File: src/rtl/piarb_topic_value_arb.sv
// Purpose: shares one single-port topic value memory between a PIO agent and N_REQ lookup requesters.
// Latency: PIO issues 1 cycle after its strobe and acks 2 cycles later; lookup data returns 1 cycle after grant.
// Backpressure: PIO preempts lookups in its issue cycle; lookup requesters hold lu_req until granted.
module piarb_topic_value_arb #(
  parameter int N_REQ = 4,
  parameter int AW    = 10,
  parameter int DW    = 32
) (
  input  logic                clk,
  input  logic                rst,
  input  logic                clk_div,
  input  logic                reg_ms_topic_value,
  input  logic                reg_rd,
  input  logic                reg_wr,
  input  logic [AW-1:0]       reg_addr,
  input  logic [DW-1:0]       reg_din,
  output logic                topic_value_mem_ack,
  output logic [DW-1:0]       topic_value_mem_rdata,
  input  logic [N_REQ-1:0]    lu_req,
  input  logic [N_REQ*AW-1:0] lu_addr,
  output logic [N_REQ-1:0]    lu_gnt,
  output logic [N_REQ-1:0]    lu_rvalid,
  output logic [DW-1:0]       lu_rdata,
  output logic                mem_en,
  output logic                mem_wr,
  output logic [AW-1:0]       mem_addr,
  output logic [DW-1:0]       mem_wdata,
  input  logic [DW-1:0]       mem_rdata
);

  localparam int PW = (N_REQ > 1) ? $clog2(N_REQ) : 1;

  typedef enum logic [1:0] {
    S_IDLE    = 2'd0,
    S_ISSUE   = 2'd1,
    S_CAPTURE = 2'd2,
    S_ACK     = 2'd3
  } state_t;

  state_t          state;
  state_t          state_nxt;

  // Captured PIO request, held from the strobe until the FSM returns to IDLE.
  logic [AW-1:0]   pio_addr;
  logic [DW-1:0]   pio_din;
  logic            pio_wr;

  logic            pio_start;
  logic            pio_issue;

  // Round-robin arbiter state and per-cycle decision.
  logic [PW-1:0]   rr_ptr;
  logic [PW-1:0]   gnt_idx;
  logic            gnt_any;
  logic            arb_en;
  int              scan_idx;

  // A strobe only starts an access when the FSM is idle and the decode hits this memory.
  assign pio_start = (reg_rd | reg_wr) & reg_ms_topic_value & (state == S_IDLE) & ~rst;

  // The issue cycle owns the memory port; reset cycles drive nothing.
  assign pio_issue = (state == S_ISSUE) & ~rst;

  // Lookups may use every non-issue cycle.
  assign arb_en = gnt_any & ~pio_issue & ~rst;

  // PIO FSM state register.
  always_ff @(posedge clk) begin
    if (rst) begin
      state <= S_IDLE;
    end else begin
      state <= state_nxt;
    end
  end

  // PIO FSM next state: fixed IDLE->ISSUE->CAPTURE->ACK walk, ACK waits for the PIO sample strobe.
  always_comb begin
    state_nxt = state;
    case (state)
      S_IDLE: begin
        if (pio_start) begin
          state_nxt = S_ISSUE;
        end
      end
      S_ISSUE: begin
        state_nxt = S_CAPTURE;
      end
      S_CAPTURE: begin
        state_nxt = S_ACK;
      end
      S_ACK: begin
        if (clk_div) begin
          state_nxt = S_IDLE;
        end
      end
      default: begin
        state_nxt = S_IDLE;
      end
    endcase
  end

  // Latch address, data and direction of an accepted PIO strobe.
  always_ff @(posedge clk) begin
    if (rst) begin
      pio_addr <= '0;
      pio_din  <= '0;
      pio_wr   <= 1'b0;
    end else if (pio_start) begin
      pio_addr <= reg_addr;
      pio_din  <= reg_din;
      pio_wr   <= reg_wr;
    end
  end

  // PIO read data register: loads memory data in CAPTURE for reads, holds otherwise.
  always_ff @(posedge clk) begin
    if (rst) begin
      topic_value_mem_rdata <= '0;
    end else if ((state == S_CAPTURE) && !pio_wr) begin
      topic_value_mem_rdata <= mem_rdata;
    end
  end

  // Ack is a level that stays up for the whole ACK state, so the slow PIO side can sample it.
  assign topic_value_mem_ack = (state == S_ACK) & ~rst;

  // Round-robin scan: first requester at or after rr_ptr, wrapping modulo N_REQ.
  always_comb begin
    gnt_any  = 1'b0;
    gnt_idx  = '0;
    scan_idx = 0;
    for (int k = 0; k < N_REQ; k++) begin
      scan_idx = int'(rr_ptr) + k;
      if (scan_idx >= N_REQ) begin
        scan_idx = scan_idx - N_REQ;
      end
      if (!gnt_any && lu_req[scan_idx]) begin
        gnt_any = 1'b1;
        gnt_idx = scan_idx[PW-1:0];
      end
    end
  end

  // One-hot grant pulse for the winning requester.
  always_comb begin
    lu_gnt = '0;
    if (arb_en) begin
      lu_gnt[gnt_idx] = 1'b1;
    end
  end

  // Pointer moves just past the winner; it stays put in cycles without a grant.
  always_ff @(posedge clk) begin
    if (rst) begin
      rr_ptr <= '0;
    end else if (arb_en) begin
      if (gnt_idx == PW'(N_REQ - 1)) begin
        rr_ptr <= '0;
      end else begin
        rr_ptr <= gnt_idx + 1'b1;
      end
    end
  end

  // Read-data-valid follows the grant by the memory's one-cycle read latency.
  always_ff @(posedge clk) begin
    if (rst) begin
      lu_rvalid <= '0;
    end else begin
      lu_rvalid <= lu_gnt;
    end
  end

  // Lookup data bus is forced to zero whenever no requester is being returned data.
  assign lu_rdata = (|lu_rvalid) ? mem_rdata : '0;

  // Memory port mux: PIO issue wins, else the lookup winner, else everything idles at zero.
  always_comb begin
    mem_en    = 1'b0;
    mem_wr    = 1'b0;
    mem_addr  = '0;
    mem_wdata = '0;
    if (pio_issue) begin
      mem_en    = 1'b1;
      mem_wr    = pio_wr;
      mem_addr  = pio_addr;
      mem_wdata = pio_din;
    end else if (arb_en) begin
      mem_en    = 1'b1;
      mem_addr  = lu_addr[int'(gnt_idx)*AW +: AW];
    end
  end

endmodule

File: config.mk
export PLATFORM = sky130hd
export DESIGN_NAME = piarb_topic_value_arb
export DESIGN_NICKNAME = d
export VERILOG_FILES = /design/src/rtl/piarb_topic_value_arb.sv
export SDC_FILE = /design/constraint.sdc
export NUM_CORES = 1
export LEC_CHECK = 0
export BUFFER_PORTS_ARGS = -buffer_cell sky130_fd_sc_hd__buf_2
export CORE_ASPECT_RATIO = 0.6
export CORE_MARGIN = 2
export CORE_UTILIZATION = 44
export CTS_BUF_LIST = sky130_fd_sc_hd__clkbuf_16
export CTS_CLUSTER_SIZE = 20
export DETAILED_ROUTE_END_ITERATION = 10
export PLACE_DENSITY = 0.81
export SYNTH_ARGS = -nofsm -noshare
export SYNTH_HDL_FRONTEND = slang
export SYNTH_SLANG_ARGS = --single-unit
File: constraint.sdc
create_clock -name clk -period 1.9 [get_ports clk]
set_input_delay 0.095 -clock clk [delete_from_list [all_inputs] [get_ports clk]]
set_output_delay 0.095 -clock clk [all_outputs]
set_load 0.005 [all_outputs]
==> summary.md, run 1 <==
| Metric | Value |
|---|---|
| Synth Area per Inst | 7.71 um^2 |
| Vias after detailed routing | 4601 |
| Initial Util | 0.448 |
| Non-filler cells, final | 897 |
| Final Util | 0.663 |
| Clock sink total | 83 |
| Dpl cells | 861 |
| Final hold vios | 0 |
| Synthesis-to-finish area growth | 47.8% |
| Hold Worst Slack | 0.0113 ns |
| Post-synth ARST share | 0 |
| Rows | 27 |
| N_diodes | 0 |
| Worst-path clk slew | 0.06 ns |
| DIE AREA | 10000 um^2 |
| Post-synth EDFFs | 0 |
| DR DRC count | 0 |
| Cell area after placement | 5430 um^2 |
| Peak VDD IR | 679 uV |
| Post-synthesis mux area share | 0.0401 |
| Power consumption | 6.70 mW |
| Top_reg_cell synth | dfxtp_1 |
| GRT Total Usage | 0.251 |
| Startpoint Class | flip-flop |
| Final instance area | 6000 um^2 |
| Initial DRC Count | 225 |
| Unique cell type count in the Yosys netlist | 34 |
| Drt total wl | 13000 um |
| Post-Synth XOR/XNOR Area | 0 |
| Root buf cell | clkbuf_16 |
| Fin Setup TNS | -3.13 ns |
| Initial antenna violation count | 0 |
| Synth Register Bits | 83 |
| Worst path slowest cell | dfxtp_4 |
| Final net count | 910 |
| CP top delay family | multiplexers |
| Pwr Density | 1120 nW/um^2 |
| Largest net degree at the start of global routing | 59 |
| Deepest clock path buffer count | 2 |
| Fmax | 455 MHz |
| Vias in the first global route | 4295 |
| IO Pins | 241 |
| Max cap viols | 0 |
| Final worst slack | -0.297 ns |
| DR pass1 iterations | 5 |
| Synth Area in Adders | 0.0278 |
| Unrepaired setup endpoints after global routing | true |
| Leakage | 2.88 nW |
| Simple-gate share of the synthesized area | 0.296 |
| Kind of critical path | reg2out |
| Area leader, netlist | dfxtp_1 |
| Final period utilization | 1.16 |
| Post-Syn Area | 4060 um^2 |
| Data arrival, critical path | 2.10 ns |
| Synth top area cells | dfxtp_1 (41%), nand2_1 (14%), a21oi_1 (9.5%), and2_1 (6.5%), nor2b_1 (5.2%) |
| Synth top cells by count | nand2_1 (153), dfxtp_1 (83), a21oi_1 (77) |
| Via density | 5.13 |
| Fin. max-slew vios | 0 |
| Failing checks | setup timing |
| Clk_skew | 0.00497 ns |
| HP Class | in2reg |
| Htree depth | 3 |
| PortBufs | 240 |
| Crit path max fanout | 11 |
| Share of cells above drive strength 1 | 0.393 |
| Synth top area share | 0.409 |
| Outcome | complete, but fails checks |
| Syn nets | 659 |
| Most frequent cell after synthesis | nand2_1 |
| Grt total ovfl | 0 |
| Max-slew headroom | 0.518 |
| Dpl hpwl | 9320 um |
| Largest family of logic cells by synthesized area | simple AND/OR/NAND/NOR gates |
| Setup crit end kind | output port |
| Crit-path max cell delay | 0.38 ns |
| CTS tree | yes |
| Sequential fraction of the synthesis area | 0.409 |
| Cts bufs inserted | 9 |
| Fin crit period | 2.20 ns |
| First-pass GRT wire length | 20300 um |
| Routed WL per cell | 14.5 um |
| Synth Area in Compound Gates | 0.180 |
| Critical Path RT | 1.80 ns |
| DRT antenna net count | 0 |
| GPL Wtd Cong | 0.875 |
| Horiz. Die Dim | 128 um |
| Final Setup Violations | 12 |
| Die height | 78.4 um |
| Core box area | 9050 um^2 |
| CP Buf/Inv Count | 2 |
| Clock Latency Late Sink | 0.33 ns |
| Synth Warn # | 0 |
| CP Cell Sequence | mux2i_2 -> nor2_2 -> nor3_4 -> inv_4 -> mux2_1 -> a221o_1 -> buf_2 |
| Slew @ Worst Pin | 0.717 ns |
| Syn Inst Count | 526 |
| Dpl ws | -0.145 ns |
==> report_power, final <==
group | switching [mW] | internal (mW)
Sequential | 0.178 | 2.07
Clock | 0.658 | 0.867
Combinational | 1.61 | 1.32
==> layer usage <==
metal	vias to the layer above	GRT usage	routed length (um)
met5	-	0	0
met4	0	0.0758	217
met3	21	0.0743	1020
met2	202	0.437	6230
met1	2122	0.302	5510
li1	2256	-	-
==> worst register-to-register path, cell delays in order, from the launching register on <==
cell	delay (ns)
dfxtp_4	0.38
mux2i_2	0.24
nor2_2	0.08
nor3_4	0.17
inv_4	0.13
buf_4	0.17
ha_1	0.20
and2_1	0.13
==> final cells by class <==
class / count / area, um^2
multi-input combinational: 396 / 2310
clock inverter: 6 / 36.3
timing repair buffer: 280 / 1590
clock buffer: 9 / 225
inverter: 7 / 28.8
sequential: 83 / 1670
fill: 764 / 3060
tap: 116 / 145
==> final timing paths <==
path / from / end / slack (ns) / cells past startpoint
setup / recovery: rr_ptr[1] / mem_addr[0] / -0.30 / 7
hold / removal: reg_addr[3] / pio_addr[3] / 0.01 / 3
setup reg to reg: rr_ptr[1] / lu_rvalid[0] / 0.29 / 7
hold reg to reg: pio_din[5] / pio_din[5] / 0.45 / 2
==> what timing repair did <==
item                       4_1_cts  5_1_grt
gates resized for setup         17       12
setup endpoints to repair       14       35
setup buffers                    6        0
hold endpoints to repair        17        0
pin swaps                        4        1
gates cloned                     0        1
hold buffers                    17        0
==> flip-flops by register name (all words and copies together), names as in the netlist <==
| signal | cells |
|---|---|
| pio_addr | 10 |
| state | 2 |
| pio_din | 32 |
| rr_ptr | 2 |
| lu_rvalid | 4 |
| pio_wr | 1 |
| topic_value_mem_rdata | 32 |
==> cell usage in the layout, fill, tap and decap left out, types with 2 or more instances in the layout <==
master,n
mux2_1,2
inv_1,7
and2_4,2
buf_2,239
nor2_1,2
a221o_1,10
dlygate4sd3_1,17
buf_12,3
a21boi_0,9
mux2_4,8
clkbuf_16,9
nor2b_1,33
nand2_1,152
o21ai_0,3
o211a_1,2
nor3_4,2
clkinvlp_4,2
dfxtp_1,82
and2_1,40
o31ai_1,11
ha_4,2
a21oi_1,77
ha_1,6
nand2b_1,2
buf_4,20
nor2_2,2
nand4_1,10
==> logic make-up after synthesis <==
group,after synthesis
flops,83
compound gates,120
fa+ha+maj,9
buf+inv,48
mux,12
simple gates,254
(Power assumes the default switching activity.)
==> inputs of run 2 (changes only) <==
Settings changed: BUFFER_PORTS_ARGS -buffer_cell sky130_fd_sc_hd__buf_2 to -buffer_cell sky130_fd_sc_hd__buf_4.
==> run 2 against run 1 <==
Sequential cell count is the same. Die area is the same. Setup slack lost 0.067 ns. Hold slack lost 0.0026 ns. Sequential power is essentially flat. Critical path depth is the same. Largest cell class unchanged. First-iteration DRC count grew 6.7%. Largest power group unchanged. Clock-buffer cell count is the same. The run still ends with setup timing left.
==> summary.md, run 2 (synthesis results as in run 1) <==
| Metric | Value |
|---|---|
| Initial antenna violation count | 0 (unchanged) |
| Fmax | 442 MHz (-3.0%) |
| Pwr Density | 1090 nW/um^2 (-2.9%) |
| Final worst slack | -0.364 ns (-0.0671 ns) |
| Fin Setup TNS | -3.83 ns (-0.697 ns) |
| Share of cells above drive strength 1 | 0.387 (-0.00582) |
| Worst setup path startpoint | rr_ptr[1] |
| Reg2Reg Capture Point | pio_din[15] |
| Max-slew headroom | 0.542 (+0.0242) |
| CP Cell Sequence | mux2i_4 -> nor2_4 -> nor3_4 -> inv_4 -> mux2_1 -> a221o_1 -> buf_4 |
| Clk_skew | 0.00727 ns (+0.00230 ns) |
| Drt total wl | 14300 um (+10%) |
| Worst r2r src | state[0] |
| Cts bufs inserted | 9 (unchanged) |
| Data arrival, critical path | 2.17 ns (+0.07 ns) |
| Power consumption | 7.22 mW (+7.8%) |
| Min-delay src | reg_din[5] |
| CTS tree | yes |
| Final hold vios | 0 (unchanged) |
| DR DRC count | 0 (unchanged) |
| Non-filler cells, final | 901 (+0.45%) |
| Critical Path RT | 1.80 ns (about the same) |
| PortBufs | 240 (unchanged) |
| Clock sink total | 83 (unchanged) |
| Final period utilization | 1.19 (+0.0353) |
| Unrepaired setup endpoints after global routing | true |
| Htree depth | 3 (unchanged) |
| HP Class | in2reg |
| Horiz. Die Dim | 128 um (unchanged) |
| DRT antenna net count | 0 (unchanged) |
| Die height | 78.4 um (unchanged) |
| Fill cells | 696 (-8.9%) |
| Initial Util | 0.448 (unchanged) |
| Vias in the first global route | 4299 (+0.093%) |
| Fin crit period | 2.26 ns (+0.0671 ns) |
| Deepest clock path buffer count | 2 (unchanged) |
| Crit path max fanout | 11 (unchanged) |
| R2R setup slack | 0.16 ns (-0.13 ns) |
| Failing checks | setup timing |
| Final Util | 0.735 (+0.0727) |
| Worst-path clk slew | 0.06 ns (about the same) |
| Worst setup path endpoint | mem_addr[9] |
| Slew @ Worst Pin | 0.681 ns (-0.0359 ns) |
| Synthesis-to-finish area growth | 64.0% |
| Biggest regs | pio_din x32, topic_value_mem_rdata x32, pio_addr x10 |
| Final instance area | 6660 um^2 (+11%) |
| IO Pins | 241 (unchanged) |
| Startpoint Class | flip-flop |
| Most frequent cells in the layout | buf_4 (255), nand2_1 (153), dfxtp_1 (80) |
| Peak VDD IR | 632 uV (-6.9%) |
| Routed WL per cell | 15.8 um (+9.6%) |
| Largest net degree at the start of global routing | 57 (-3.4%) |
| Via density | 5.18 (+0.90%) |
| Max cap viols | 0 (unchanged) |
| Crit-path max cell delay | 0.38 ns (about the same) |
| Root buf cell | clkbuf_16 |
| Dpl hpwl | 9890 um (+6.1%) |
| Grt total ovfl | 0 (unchanged) |
| Final Setup Violations | 13 (+1) |
| Clock Latency Late Sink | 0.34 ns (about the same) |
| Hold Worst Slack | 0.00866 ns (-0.00260 ns) |
| First-pass GRT wire length | 21500 um (+5.6%) |
| Core box area | 9050 um^2 (unchanged) |
| Rows | 27 (unchanged) |
| Cell area after placement | 5990 um^2 (+10%) |
| Kind of critical path | reg2out |
| Fin. max-slew vios | 0 (unchanged) |
| Worst path slowest cell | dfxtp_4 |
| Dpl ws | -0.105 ns (+0.0398 ns) |
| DIE AREA | 10000 um^2 (unchanged) |
| Vias after detailed routing | 4663 (+1.3%) |
| N_diodes | 0 (unchanged) |
| Leakage | 3.01 nW (+4.5%) |
| Outcome | complete, but fails checks |
| GPL Wtd Cong | 0.889 (+1.6%) |
| Initial DRC Count | 240 (+6.7%) |
| GRT Total Usage | 0.272 (+0.0212) |
| Final net count | 913 (+0.33%) |
| Commonest non-fill, non-tap cell in the layout | buf_4 |
| Dpl cells | 858 (-0.35%) |
| Worst r2r path cells | 6 (-1) |
| Setup crit end kind | output port |
| DR pass1 iterations | 5 (unchanged) |
## run 2: changes by cell type in the layout (fill, tap and decap cells not counted), sizes merged
cell / delta
buf: -4
dlygate4sd3: +7
bufinv: +1
## run 2: how the worst min path moves through the flow
stage | end | slack [ns] | cells past startpoint
finish | pio_din[5] | 0.009 | 3
detailed placement | pio_din[8] | 0.35 | 3
global route | pio_addr[7] | 0.009 | 3
global placement | pio_din[20] | 0.34 | 3
CTS | pio_din[27] | 0.0002 | 3
floorplan | pio_din[0] | 0.23 | 2
## run 2: power breakdown
group	switching, mW	internal, mW	total (mW)
clock	0.678	1.00	1.68
sequential	0.199	2.07	2.27
combinational	1.66	1.62	3.28
## run 2: cell type report
type,count,area [um^2],share of cell area
Multi-Input combinational cell,396,2310,0.347
Clock buffer,9,225,0.0338
Timing Repair Buffer,283,2220,0.333
Sequential cell,83,1670,0.251
Tap cell,116,145,0.0218
Clock inverter,7,61.3,0.00921
Inverter,7,28.8,0.00432
## run 2: what timing repair did
action / in CTS / in global routing
gates resized for setup: 3 / 26
pin swaps: 0 / 4
cloned: 0 / 1
hold buffers: 24 / 0
hold endpoints to repair: 24 / 0
setup endpoints to repair: 14 / 23
buffers inserted: 1 / 2
## run 2: worst max-delay path: cells and delay by family (launching register included)
family,cells,cell delay (ns)
and+or+nand+nor,2,0.24
buffers and inverters,2,0.28
AOI/OAI and AO/OA,1,0.32
muxes,2,0.60
DFF,1,0.38
## run 2: metal layers
| metal | wire [um] | global-route usage | part of all wire | up-vias |
|---|---|---|---|---|
| met5 | 0 | 0 | 0 | - |
| met4 | 293 | 0.0923 | 0.021 | 0 |
| met3 | 1340 | 0.104 | 0.094 | 27 |
| met2 | 7040 | 0.471 | 0.49 | 226 |
| met1 | 5610 | 0.311 | 0.39 | 2147 |
| li1 | - | - | - | 2263 |
==> inputs of run 3 (changes only) <==
Settings changed: SETUP_SLACK_MARGIN set to 0.5.
==> run 3 against run 2 <==
Synthesized cell count unchanged. The flow now stops in global routing. Synthesized area did not move.
==> summary.md, run 3 <==
| Metric | Value |
|---|---|
| Syn nets | 659 (unchanged) |
| Failing step | global routing |
| GPL Wtd Cong | 0.930 (+4.5%) |
| Dpl hpwl | 10100 um (+1.8%) |
| Most frequent cell after synthesis | nand2_1 |
| Clock sink total | 83 (unchanged) |
| Unique cell type count in the Yosys netlist | 34 (unchanged) |
| Synth Register Bits | 83 (unchanged) |
| Synth top area cells | dfxtp_1 (41%), nand2_1 (14%), a21oi_1 (9.5%), and2_1 (6.5%), nor2b_1 (5.2%) |
| Top_reg_cell synth | dfxtp_1 |
| Sequential fraction of the synthesis area | 0.409 (unchanged) |
| Initial antenna violation count | 2 |
| Synth top area share | 0.409 (unchanged) |
| Initial Util | 0.448 (unchanged) |
| Area leader, netlist | dfxtp_1 |
| Post-synth ARST share | 0 (unchanged) |
| Synth top cells by count | nand2_1 (153), dfxtp_1 (83), a21oi_1 (77) |
| Grt total ovfl | 474 |
| Tool Error | [ERROR GRT-0232] Routing congestion too high. Check the congestion heatmap in the GUI. |
| Root buf cell | clkbuf_16 |
| PortBufs | 240 (unchanged) |
| Syn Inst Count | 526 (unchanged) |
| Rows | 27 (unchanged) |
| Post-synth EDFFs | 0 (unchanged) |
| Horiz. Die Dim | 128 um (unchanged) |
| IO Pins | 241 (unchanged) |
| Post-GRT worst EP | mem_addr[9] |
| Synth Warn # | 0 (unchanged) |
| Synth Area per Inst | 7.71 um^2 (unchanged) |
| Deepest clock path buffer count | 2 (unchanged) |
| Htree depth | 3 (unchanged) |
| Outcome | did not finish |
| GRT Total Usage | 0.935 |
| Cts bufs inserted | 9 (unchanged) |
| Post-Syn Area | 4060 um^2 (unchanged) |
| Die height | 78.4 um (unchanged) |
| Largest net degree at the start of global routing | 57 |
| WEP type | output port |
-- run 3: through the flow --
step	setup WS (ns)	cells	hold WS, ns	utilization	instance area [um^2]
2_1_floorplan	0.198	526	0.231	-	4080
3_3_place_gp	0.0140	858	0.341	0.664	6020
3_5_place_dp	-0.0707	858	0.351	0.664	6020
4_1_cts	-0.414	923	0.000481	0.834	7550
-- run 3: layer usage --
layer / track usage / GRT overflow
met1: 0.864 / 4
met2: 1.15 / 314
met3: 0.765 / 0
met4: 1.08 / 156
met5: 0.278 / 0
-- run 3: what timing repair did --
action | in CTS
resized for setup | 196
hold buffers | 15
setup buffers | 21
setup endpoints to repair | 159
cloned | 14
pin swaps | 42
endpoints found under the hold margin | 15
-- run 3: logic make-up after synthesis --
logic type      after synthesis  synth area share
buf+inv                      48            0.0463
compound gates              120             0.180
simple gates                254             0.296
flops                        83             0.409
mux                          12            0.0401
fa+ha+maj                     9            0.0278
==> inputs of run 4 (changes only) <==
Settings changed: CORE_ASPECT_RATIO 0.6 to not set, CORE_UTILIZATION 44 to 35, CTS_BUF_LIST sky130_fd_sc_hd__clkbuf_16 to not set, CTS_CLUSTER_SIZE 20 to not set, PLACE_DENSITY 0.81 to not set, PLACE_DENSITY_LB_ADDON set to 0.15, SETUP_SLACK_MARGIN 0.5 to not set.
==> run 4 against run 3 <==
The flow now finishes, with violations (setup timing).
==> summary.md, run 4 (synthesis results as in run 1) <==
| Metric | Value |
|---|---|
| Outcome | complete, but fails checks |
| Failing checks | setup timing |
| Critical Path RT | 1.80 ns |
| Worst-path clk slew | 0.06 ns |
| Cts bufs inserted | 9 (unchanged) |
| Fill cells | 1072 |
| Final net count | 893 |
| Final Setup Violations | 13 |
| N_diodes | 0 |
| Peak VDD IR | 887 uV |
| Max cap viols | 0 |
| CTS tree | yes |
| Share of cells above drive strength 1 | 0.398 |
| DR pass1 iterations | 4 |
| Fin. max-slew vios | 0 |
| Final period utilization | 1.17 |
| Sequential share of power | 0.310 |
| First-pass GRT wire length | 19800 um |
| Fin crit period | 2.23 ns |
| Clock sink total | 83 (unchanged) |
| HP Class | in2reg |
| Setup crit end kind | output port |
| Switching power | 2.44 mW |
| Commonest non-fill, non-tap cell in the layout | buf_4 |
| Non-filler cells, final | 907 |
| PortBufs | 240 (unchanged) |
| Slew @ Worst Pin | 0.585 ns |
| Grt total ovfl | 0 |
| Leakage | 2.94 nW |
| IO Pins | 241 (unchanged) |
| Crit path max fanout | 11 |
| Hold-fix buffers, CTS | 0 (-15) |
| GPL Wtd Cong | 0.881 (-5.2%) |
| Fin Setup TNS | -3.38 ns |
| Clk_skew | 0.00525 ns |
| Horiz. Die Dim | 112 um (-13%) |
| Vias after detailed routing | 4393 |
| Via density | 4.84 |
| Clock Power Share | 0.254 |
| GRT Total Usage | 0.191 |
| DRT antenna net count | 0 |
| Synthesis-to-finish area growth | 59.5% |
| Biggest regs | pio_din x32, topic_value_mem_rdata x32, pio_addr x10 |
| Data arrival, critical path | 2.13 ns |
| Comb pwr share | 0.435 |
| Dpl cells | 887 (+3.4%) |
| Pwr Density | 1120 nW/um^2 |
| Switching part of the total | 0.335 |
| Drt total wl | 12800 um |
| Internal | 4.84 mW |
| Hold path cells | 3 |
| Dpl hpwl | 9620 um (-4.5%) |
| Core box area | 11400 um^2 |
| Root buf cell | clkbuf_16 |
| R2R setup slack | 0.25 ns |
| Reg2Reg Capture Point | rr_ptr[1] |
| DIE AREA | 12500 um^2 |
| Fmax | 449 MHz |
| Power consumption | 7.28 mW |
| Htree depth | 3 (unchanged) |
| Rows | 39 (+44%) |
| Vias in the first global route | 4109 |
| Routed WL per cell | 14.1 um |
| Kind of critical path | reg2out |
| Most frequent cells in the layout | buf_4 (261), nand2_1 (153), dfxtp_1 (81) |
| Initial antenna violation count | 0 |
| Min-delay src | reg_din[23] |
| Clock Latency Late Sink | 0.33 ns |
| Final worst slack | -0.328 ns |
| Initial Util | 0.357 (-0.0913) |
| Worst r2r src | rr_ptr[1] |
| DR DRC count | 0 |
| Hold path endpoint | pio_din[23] |
| Final hold vios | 0 |
| Deepest clock path buffer count | 2 (unchanged) |
| Die height | 112 um (+42%) |
| Initial DRC Count | 216 |
| Largest net degree at the start of global routing | 55 |
| Unrepaired setup endpoints after global routing | true |
| Startpoint Class | flip-flop |
| Worst r2r path cells | 8 |
| Max-slew headroom | 0.607 |
run 4: worst max-delay path by stage:
| stage | cells past startpoint | slack, ns | startpoint | endpoint |
|---|---|---|---|---|
| finish | 7 | -0.33 | rr_ptr[1] | mem_addr[0] |
| CTS | 7 | -0.36 | rr_ptr[1] | mem_addr[0] |
| global route | 7 | -0.44 | rr_ptr[1] | mem_addr[9] |
| global placement | 7 | -0.02 | rr_ptr[1] | mem_addr[0] |
| detailed placement | 7 | -0.07 | rr_ptr[1] | mem_addr[0] |
| floorplan | 7 | 0.07 | rr_ptr[1] | mem_addr[1] |
run 4: critical path, stage by stage, from the launching register on:
cell	delay (ns)
dfxtp_2	0.34
nand2b_1	0.17
a21oi_2	0.25
nor3_4	0.08
inv_4	0.17
mux2_1	0.34
a221o_1	0.32
buf_4	0.14
run 4: layout make-up:
class	instances	area, um^2	share of cell area
clock buffers	11	243	0.0375
repair buffers	263	2000	0.310
well taps	143	179	0.0276
clock inverters	4	73.8	0.0114
inverters	7	28.8	0.00445
multi-input cells	396	2280	0.352
flip-flops and latches	83	1660	0.257
run 4: routing by layer:
metal  vias up  GRT usage  share of wire
li1       2213          -              -
met1      1980      0.224           0.40
met2       182      0.338           0.50
met3        18     0.0484          0.078
met4         0     0.0658          0.021
met5         -          0              0
run 4: repair_timing:
action                                  CTS  global route
hold endpoints to repair                  0             0
resized for setup                         3            17
setup buffers                             0             3
pin swaps                                 0             5
gates cloned                              0             2
endpoints found under the setup margin   12            46
run 4: stage by stage:
stage                     hold WS (ns)  worst slack, ns   util  cell area (um^2)
after floorplan                  0.231           0.0704      -              4060
after global routing           0.00543           -0.439  0.569              6470
after detailed placement         0.349          -0.0733  0.530              6030
after CTS                      0.00128           -0.363  0.559              6350
final                           0.0127           -0.328  0.569              6470
after global placement           0.342          -0.0225  0.530              6030
run 4: power by group through the flow:
stage / clock, mW / sequential, mW / combinational [mW]
3_5_place_dp: 0 / 2.28 / 3.02
6_report: 1.85 / 2.26 / 3.17
4_1_cts: 1.90 / 2.25 / 3.04
5_1_grt: 1.98 / 2.30 / 3.50
3_3_place_gp: 0 / 2.26 / 2.95
2_1_floorplan: 0 / 2.25 / 1.63
